File: config.mk
export PLATFORM = sky130hd
export DESIGN_NAME = pixel_packer_flat
export DESIGN_NICKNAME = d
export VERILOG_FILES = /design/src/rtl/pixel_packer_pkg.sv /design/src/rtl/pixel_packer_if.sv /design/src/rtl/pixel_packer_hold.sv /design/src/rtl/pixel_packer.sv /design/src/flat_wrapper.sv
export SDC_FILE = /design/constraint.sdc
export NUM_CORES = 1
export LEC_CHECK = 0
export BUFFER_PORTS_ARGS = -buffer_cell sky130_fd_sc_hd__buf_2
export CORE_AREA = 2 2 105 107
export CTS_CLUSTER_DIAMETER = 200
export DETAILED_ROUTE_END_ITERATION = 10
export DIE_AREA = 0 0 107 109
export PLACE_DENSITY = 0.67
export SYNTH_ARGS = -nofsm -noshare
export SYNTH_HDL_FRONTEND = slang
export SYNTH_SLANG_ARGS = --single-unit
File: constraint.sdc
create_clock -name clk -period 4.1 [get_ports clk]
set_input_delay 0.205 -clock clk [delete_from_list [all_inputs] [get_ports clk]]
set_output_delay 0.205 -clock clk [all_outputs]
set_load 0.05 [all_outputs]
File: src/rtl/pixel_packer_pkg.sv
// Shared definitions for the pixel packer: active-level constants and the
// frame-level state encoding.
package pixel_packer_pkg;

  localparam logic ASSERT_L   = 1'b0;
  localparam logic DEASSERT_L = 1'b1;
  localparam logic ASSERT_H   = 1'b1;
  localparam logic DEASSERT_H = 1'b0;

  typedef enum logic [1:0] {
    IDLE  = 2'd0,
    PACK  = 2'd1,
    DRAIN = 2'd2
  } state_t;

endpackage

File: src/rtl/pixel_packer_if.sv
// Pixel stream in, packed-word write port out. The master side feeds pixels
// and owns buf_rdy; the slave side is the packer.
interface pixel_packer_if #(
  parameter int PIX_WIDTH  = 8,
  parameter int DATA_WIDTH = 32
);

  logic                  frame_start;
  logic                  pix_valid;
  logic [PIX_WIDTH-1:0]  pix_data;
  logic                  buf_rdy;
  logic                  wr_en_out;
  logic [DATA_WIDTH-1:0] data_out;

  modport master (
    output frame_start, pix_valid, pix_data, buf_rdy,
    input  wr_en_out, data_out
  );

  modport slave (
    input  frame_start, pix_valid, pix_data, buf_rdy,
    output wr_en_out, data_out
  );

endinterface

File: src/rtl/pixel_packer_hold.sv
// Single-entry hold register between the packer and the frame buffer write
// port: loads completed words, hands them off, and flags dropped words.
module pix_out_hold
  import pixel_packer_pkg::*;
#(
  parameter int DATA_WIDTH = 32
) (
  input  logic                  clk,
  input  logic                  reset,
  input  logic                  load,
  input  logic [DATA_WIDTH-1:0] load_data,
  input  logic                  rdy,
  output logic                  wr_en,
  output logic [DATA_WIDTH-1:0] data,
  output logic                  overflow,
  output logic                  full
);

  logic consume;

  assign full    = (wr_en == ASSERT_L);
  assign consume = full && rdy;

  // NOTE: sequential state uses non-blocking assignments so every register
  // samples pre-edge values regardless of statement order.
  always_ff @(posedge clk) begin
    if (reset) begin
      wr_en    <= DEASSERT_L;
      data     <= '0;
      overflow <= DEASSERT_H;
    end else begin
      if (load && (!full || consume)) begin
        wr_en <= ASSERT_L;
        data  <= load_data;
      end else if (consume) begin
        wr_en <= DEASSERT_L;
      end
      // A word arriving while the slot is occupied and not draining is lost;
      // the held word keeps priority.
      if (load && full && !consume) begin
        overflow <= ASSERT_H;
      end
    end
  end

endmodule

File: src/rtl/pixel_packer.sv
// Packs PIX_WIDTH-bit camera pixels little-endian into DATA_WIDTH-bit words,
// counts words per frame and drains the last word before reporting frame_done.
module pixel_packer
  import pixel_packer_pkg::*;
#(
  parameter int PIX_WIDTH   = 8,
  parameter int DATA_WIDTH  = 32,
  parameter int FRAME_WORDS = 500,
  parameter int CNT_WIDTH   = 16
) (
  input  logic                 clk,
  input  logic                 reset,
  pixel_packer_if.slave        bus,
  output logic                 frame_done,
  output logic                 overflow,
  output logic [CNT_WIDTH-1:0] word_count,
  output logic                 busy
);

  localparam int PIX_PER_WORD = DATA_WIDTH / PIX_WIDTH;
  localparam int IDX_W        = (PIX_PER_WORD > 1) ? $clog2(PIX_PER_WORD) : 1;
  localparam logic [IDX_W-1:0]     LAST_IDX  = IDX_W'(PIX_PER_WORD - 1);
  localparam logic [CNT_WIDTH-1:0] FRAME_CNT = CNT_WIDTH'(FRAME_WORDS);

  state_t                state;
  logic [IDX_W-1:0]      idx;
  logic [IDX_W-1:0]      eff_idx;
  logic [DATA_WIDTH-1:0] word_reg;
  logic [DATA_WIDTH-1:0] assembled;
  logic [CNT_WIDTH-1:0]  cnt_next;
  logic                  start_ok;
  logic                  accept;
  logic                  complete;
  logic                  hold_full;

  // NOTE: every always_comb output gets a default before any conditional
  // update, so no path leaves a value unassigned and no latch is inferred.
  always_comb begin
    start_ok  = bus.frame_start && (state != DRAIN);
    accept    = bus.pix_valid && (start_ok || (state == PACK));
    eff_idx   = start_ok ? '0 : idx;
    complete  = accept && (eff_idx == LAST_IDX);
    assembled = word_reg;
    assembled[eff_idx*PIX_WIDTH +: PIX_WIDTH] = bus.pix_data;
    cnt_next  = start_ok ? '0 : word_count;
    if (complete && (cnt_next != FRAME_CNT)) begin
      cnt_next = cnt_next + 1'b1;
    end
  end

  // Stale pixels from an abandoned partial word are overwritten slot by slot
  // before the next completion, so a restart only needs to rewind idx.
  always_ff @(posedge clk) begin
    if (reset) begin
      state      <= IDLE;
      idx        <= '0;
      word_reg   <= '0;
      word_count <= '0;
      frame_done <= DEASSERT_H;
      busy       <= DEASSERT_H;
    end else begin
      frame_done <= DEASSERT_H;
      word_count <= cnt_next;
      if (accept) begin
        word_reg <= assembled;
        idx      <= complete ? '0 : eff_idx + 1'b1;
      end else if (start_ok) begin
        idx <= '0;
      end
      case (state)
        IDLE: begin
          if (start_ok) begin
            state <= (cnt_next == FRAME_CNT) ? DRAIN : PACK;
            busy  <= ASSERT_H;
          end
        end
        PACK: begin
          if (cnt_next == FRAME_CNT) begin
            state <= DRAIN;
          end
        end
        DRAIN: begin
          if (!hold_full) begin
            state      <= IDLE;
            busy       <= DEASSERT_H;
            frame_done <= ASSERT_H;
          end
        end
        default: begin
          state <= IDLE;
          busy  <= DEASSERT_H;
        end
      endcase
    end
  end

  pix_out_hold #(
    .DATA_WIDTH (DATA_WIDTH)
  ) u_hold (
    .clk       (clk),
    .reset     (reset),
    .load      (complete),
    .load_data (assembled),
    .rdy       (bus.buf_rdy),
    .wr_en     (bus.wr_en_out),
    .data      (bus.data_out),
    .overflow  (overflow),
    .full      (hold_full)
  );

endmodule

File: src/flat_wrapper.sv
// flat-port wrapper written by rule: the top's interface ports become plain ports
module pixel_packer_flat import pixel_packer_pkg::*;
#(
  parameter int PIX_WIDTH   = 8,
  parameter int DATA_WIDTH  = 32,
  parameter int FRAME_WORDS = 500,
  parameter int CNT_WIDTH   = 16
)
  (clk, reset, frame_done, overflow, word_count, busy, bus_frame_start, bus_pix_valid, bus_pix_data, bus_buf_rdy, bus_wr_en_out, bus_data_out);
  pixel_packer_if #(.PIX_WIDTH(PIX_WIDTH), .DATA_WIDTH(DATA_WIDTH)) bus_i ();
  input  logic clk;
  input  logic reset;
  output logic frame_done;
  output logic overflow;
  output logic [CNT_WIDTH-1:0] word_count;
  output logic busy;
  input wire logic [$bits(bus_i.frame_start)-1:0] bus_frame_start;
  input wire logic [$bits(bus_i.pix_valid)-1:0] bus_pix_valid;
  input wire logic [$bits(bus_i.pix_data)-1:0] bus_pix_data;
  input wire logic [$bits(bus_i.buf_rdy)-1:0] bus_buf_rdy;
  output wire logic [$bits(bus_i.wr_en_out)-1:0] bus_wr_en_out;
  output wire logic [$bits(bus_i.data_out)-1:0] bus_data_out;
  assign bus_i.frame_start = bus_frame_start;
  assign bus_i.pix_valid = bus_pix_valid;
  assign bus_i.pix_data = bus_pix_data;
  assign bus_i.buf_rdy = bus_buf_rdy;
  assign bus_wr_en_out = bus_i.wr_en_out;
  assign bus_data_out = bus_i.data_out;
  pixel_packer #(.PIX_WIDTH(PIX_WIDTH), .DATA_WIDTH(DATA_WIDTH), .FRAME_WORDS(FRAME_WORDS), .CNT_WIDTH(CNT_WIDTH)) u_core (.clk(clk), .reset(reset), .bus(bus_i), .frame_done(frame_done), .overflow(overflow), .word_count(word_count), .busy(busy));
endmodule
* After elaboration in Yosys (flattened, before gate mapping)
Index checks and enable logic that the tools add are counted.
** Word-level totals
- Flip-flop bits (word level) :: 88
- Input port bits :: 13
- Output and inout port bits :: 52
- Word-level logic and storage cells :: 59
** Operators by class
- Add/subtract/negate cells :: 3
- Equal/unequal tests :: 9
- Shift operators :: 2
- Mux-type cells :: 17
- Bitwise logic cells :: 3
- Reductions and logical operators :: 16
** Operator list (count)
- $neg A5 Y34 :: 1
- $shift A8 B34 Y32 const A :: 1
- $shiftx A8 B34 Y32 :: 1
- $bwmux W32 :: 1
- $mux W16 :: 2
- $add A16 B1 Y16 const B :: 1
- $eq A16 B9 Y1 const B :: 1
- $ne A16 B9 Y1 const B :: 1
- $mux W2 :: 7
- $logic_and A1 B1 Y1 :: 8
- $ne A2 B2 Y1 const B :: 3
- $pmux W2 S3 :: 1
- $reduce_and A3 Y1 :: 2
- $mux W1 :: 5
- $eq A2 B2 Y1 const B :: 2
- $not A1 Y1 :: 3
- $pmux W1 S3 :: 1
- $add A2 B1 Y2 const B :: 1
- $eq A2 B1 Y1 const B :: 1
- $logic_not A2 Y1 :: 1
- $logic_or A1 B1 Y1 :: 2
- $ne A2 B1 Y1 const B :: 1
- $reduce_bool A2 Y1 :: 1
- $reduce_or A2 Y1 :: 1
- $logic_not A1 Y1 :: 1

* Depth between registers and ports, before layout
- Depth after elaboration :: 11
- Depth in mapped cells :: 16
- Mapped depth without buffers :: 11

* Cells and area by module
From an unflattened synthesis, not the netlist that was laid out.
** Unflattened totals
- Cell total of the unflattened synthesis :: 533
- Area total of the unflattened synthesis :: 4530.6 um^2
** By module, submodules not included
- pixel_packer :: times used 1, cells each 385, area each 3005.4 um^2, seq. area each 1081.0 um^2
- pix_out_hold :: times used 1, cells each 148, area each 1525.2 um^2, seq. area each 680.7 um^2

* Worst setup path after synthesis
OpenSTA, ideal clock, no wires.
- Kind :: flip-flop to flip-flop
- Start :: reg u_core.state[0]
- End :: reg u_core.u_hold.data[16]
- Setup time :: 0.086 ns
- Data arrival time :: 3.043 ns
- Required time :: 4.014 ns
- Setup slack :: 0.971 ns
- Stages on the path, launching flop included :: 15
- Buffers on the path :: 5
- Period minus slack after synthesis :: 3.129 ns
- Cell sequence :: dfxtp_1 -> nand2b_1 -> buf_2 -> nand2_1 -> clkbuf_1 -> clkbuf_1 -> nand2_1 -> inv_1 -> ha_1 -> clkbuf_1 -> nand3_1 -> nor2_4 -> buf_2 -> nor2_1 -> a211oi_1
** Between the ends
- Word-level cells in the longest chain between the ends :: 6
- Elaborated cells between the ends (all ways) :: 13
- Those cells by class :: add/sub: 1; eq/ne: 3; shift: 2; mux: 2; reduce/logical: 5
** Ends and longest elaborated chain
- from (decl) :: line pixel_packer.sv:25 : state_t state;
- from (signal assigned) :: line pixel_packer.sv:73 : state <= (cnt_next == FRAME_CNT) ? DRAIN : PACK;
- $ne A2 B2 Y1 :: line pixel_packer.sv:39 : start_ok = bus.frame_start && (state != DRAIN);
- $logic_and A1 B1 Y1 :: line pixel_packer.sv:39
- $mux W2 / $logic_or A1 B1 Y1 (equally long branches) :: line pixel_packer.sv:41, pixel_packer.sv:40
- $neg A5 Y34 (tied with other cells) :: line pixel_packer.sv:44 : assembled[eff_idx*PIX_WIDTH +: PIX_WIDTH] = bus.pix_data;
- $shiftx A8 B34 Y32 (tied with other cells) :: line pixel_packer.sv:44
- $bwmux W32 / $logic_and A1 B1 Y1 (equally long branches) :: line pixel_packer.sv:44, pixel_packer_hold.sv:32
- to (signal assigned) :: line pixel_packer_hold.sv:34 : data <= load_data;
- to (decl) :: line pixel_packer_hold.sv:14 : output logic [DATA_WIDTH-1:0] data,
Parallel ways exist; a longest one is shown, timed or not.
A chain may end at the register's enable or synchronous reset.

* Worst setup path in the final report
- Start :: reg u_core.state[0]
- End :: reg u_core.state[1]
** Between the ends
- Word-level cells in the longest chain between the ends :: 11
- Elaborated cells between the ends (all ways) :: 23
- Those cells by class :: add/sub: 1; eq/ne: 9; mux: 6; reduce/logical: 7
** Ends and longest elaborated chain
- branches (longest 11 deep; another with $add A16 B1 Y16)
Parallel ways; which one is timed is not known. The select of a mux whose other input is x is not followed.

==> flow_summary_export.csv <==
group,metric,value,unit
place,place_area,0.00452,mm2
clock_network,h-tree-depth,3,
clock_network,clock-root-buffer,"clkbuf_8",
final_layout,drive_gt1_share,18.2,%
setup_path,worstReg2RegStart,"u_core.state[0]",
pwr,swShare,26.0,%
die,core,0.0106,mm2
pwr,seq_power_share,58.1,%
timing,timing.final.crit_share,79.8,%
setup_path,crit_path_start,"u_core.state[0]",
grt,grt_pass1_wl,16700,um
timing,relSlewSlack,55.8,%
route,ant_nets,0,
setup_path,slowest_stage,"or4b_1",
logic_synthesis,synth_seq_area_share,42.3,%
setup_path,cp_cell_sequence,"nand2b_1, nand2_1, and2_1, inv_1, ha_1, or4b_1, nor4_2, o21ai_0, a32oi_2, o211ai_2, o31ai_2",
grt,grt_max_degree,65,
timing,tightestPinTransition,0.663,ns
clock_network,numCtsBuffers,9,
run_status,status,"finished clean",
logic_synthesis,syn_nets,511,
timing,fmax,306,MHz
setup_path,r2r_cells,11,
grt,grt_pass1_vias,3252,
grt,antenna_found_initial,0,
route,vias_per_cell,5.47,
timing,finClkSkew,0.0117,ns
place,gp_congestion,0.919,
setup_path,required,4.38,ns
logic_synthesis,synth_edf_count,0,
logic_synthesis,synthFlopType,"dfxtp_1",
clock_network,insertion_delay,0.36,ns
final_layout,antenna_cells,0,
clock_network,cts_hold_buffers,0,
timing,period_minus_slack,3.27,ns
die,row_count,38,
logic_synthesis,ys_seq_elements,88,
route,num_vias,3684,
setup_path,worstSetupPathType,"flop to flop",
final_layout,fin_area,0.00469,mm2
place,dpl.hpwl,7310,um
final_layout,nNetsFinal,549,
pwr,intPower,1100,uW
setup_path,arrival,3.55,ns
final_layout,finalCoreUtilization,44.2,%
setup_path,worst-path-buf-inv,1,
route,wirelength,10500,um
timing,worst_slack,0.829,ns
clock_network,clockBufferDepth,2,
logic_synthesis,async_flop_share,0,%
pwr,p_per_area,318,mW/mm2
grt,grt_usage,18.3,%
pwr,p_clk_share,35.6,%
setup_path,cp_top_family,"simple AND/OR/NAND/NOR gates",
timing,hold_viol,0,
die,die_area,0.0117,mm2
clock_network,cts_resized,0,
logic_synthesis,ys_types,56,
pwr,power.net_switching,387,uW
logic_synthesis,synthCells,491,
timing,maxSlewViolCount,0,
final_layout,syn2layout_area_growth,12.6,%
logic_synthesis,syn_area_per_cell,8.48,um2
timing,setup_viol,0,
grt,grt_overflow_total,0,
clock_network,cts_tree,"yes",
min_path,hp-class,"input pin to flop",
min_path,hold_path_startpoint,"bus_buf_rdy",
setup_path,cp-end-kind,"flop",
clock_network,cts_setup_buffers,0,
place,pre_cts_ws,0.888,ns
route,drt_pass1_iterations,8,
setup_path,cpPeakStageDelay,0.46,ns
clock_network,clk_pin_slew,0.08,ns
die,die_w,107,um
logic_synthesis,yosysWarnings,0,
route,drcViolationCount,0,
place,io_buffers,64,
job,maxCapViolCount,0,
pwr,power.share.combinational,6.3,%
logic_synthesis,syn_area,0.00416,mm2
setup_path,start_kind,"flop",
setup_path,crit_cells,11,
timing,rsz0062_at_grt,"no",
die,die_h,109,um
setup_path,r2r_slack,0.83,ns
route,drt_iter0_markers,420,
pwr,peakVddDrop,0.122,mV
min_path,min_path_cells,3,
timing,tns,0,ns
die,ios,65,
pwr,total_leakage_power,0.00175,uW
die,start_util,39.2,%
final_layout,nFillCells,1073,
clock_network,cts_sinks,88,
route,wl_per_cell,15.6,um
setup_path,path_max_fanout,11,
## worst paths after layout
kind / endpoint
max: u_core.state[1]
min reg2reg: u_core.u_hold.data[14]
max reg2reg: u_core.state[1]
min: u_core.u_hold.wr_en
## layout by cell type, fill, tap and decap left out, drive strengths merged, types with 10 or more instances in the layout
cell type,instances
nor2,93
dfxtp,88
buf,70
a211oi,33
a22oi,32
nand2,31
a21oi,26
nor2b,18
xnor2,17
a32oi,17
clkbuf,10
## through the flow
stage	std cells	hold slack, ns	total power, uW
2_1_floorplan	491	0.399	953
3_3_place_gp	658	0.482	978
3_5_place_dp	658	0.489	980
4_1_cts	673	0.179	1500
5_1_grt	673	0.231	1550
6_report	673	0.196	1490
## per-layer routing
| layer | up-vias | track usage [%] | routed length (um) |
|---|---|---|---|
| met2 | 106 | 28.0 | 4740 |
| li1 | 1836 | - | - |
| met3 | 10 | 3.71 | 576 |
| met5 | - | 0 | 0 |
| met1 | 1732 | 25.9 | 5090 |
| met4 | 0 | 5.47 | 115 |
## cells in the mapped netlist, types with 3 or more instances
library cell	instances	share of area, %
and2_1	4	0.60
a211oi_1	32	5.8
clkbuf_1	26	2.3
ha_1	7	2.1
nor2_1	92	8.3
a21oi_1	26	3.1
nand2_1	31	2.8
o21ai_0	4	0.48
dfxtp_1	88	42
buf_1	8	0.72
a32oi_1	16	3.4
a22oi_1	32	5.8
nor2b_1	18	2.7
nor3_1	7	0.84
nand3_1	7	0.84
and4_1	3	0.63
nor3b_1	4	0.72
nand4_1	5	0.75
and3_1	3	0.45
buf_2	8	0.96
nand2b_1	3	0.45
inv_1	8	0.72
nor4_1	3	0.45
xnor2_1	17	3.6
## power by group through the flow
stage / clock [uW] / sequential (uW) / combinational [uW]
after detailed placement: 0 / 886 / 94.0
after global placement: 0 / 886 / 92.2
after floorplan: 0 / 888 / 65.1
final: 531 / 866 / 94.3
after global routing: 575 / 867 / 105
after CTS: 543 / 866 / 94.2
## area by class of cell
cell class                 count  area [um2]  area share [%]
clock inverter                 5        35.0           0.748
sequential                    88        1760            37.6
inverter                       9        33.8           0.721
timing repair buffer          70         365            7.80
clock buffer                  10         128            2.72
tap                          140         175            3.74
multi-input combinational    351        2190            46.7
## worst min-delay path, stage by stage
cell,delay (ns)
buf_2,0.08
nor2_1,0.09
o21bai_1,0.13
## logic make-up after synthesis
| logic type | Yosys count | share of synthesized area [%] |
|---|---|---|
| adder cells (fa/ha/maj) | 7 | 2.10 |
| XOR/XNOR | 19 | 4.00 |
| AND/OR/NAND/NOR | 198 | 23.9 |
| AO/OA/AOI/OAI | 127 | 22.5 |
| flip-flops | 88 | 42.3 |
| buffers and inverters | 52 | 5.11 |
No activity file was read; power rests on OpenSTA's default activity.
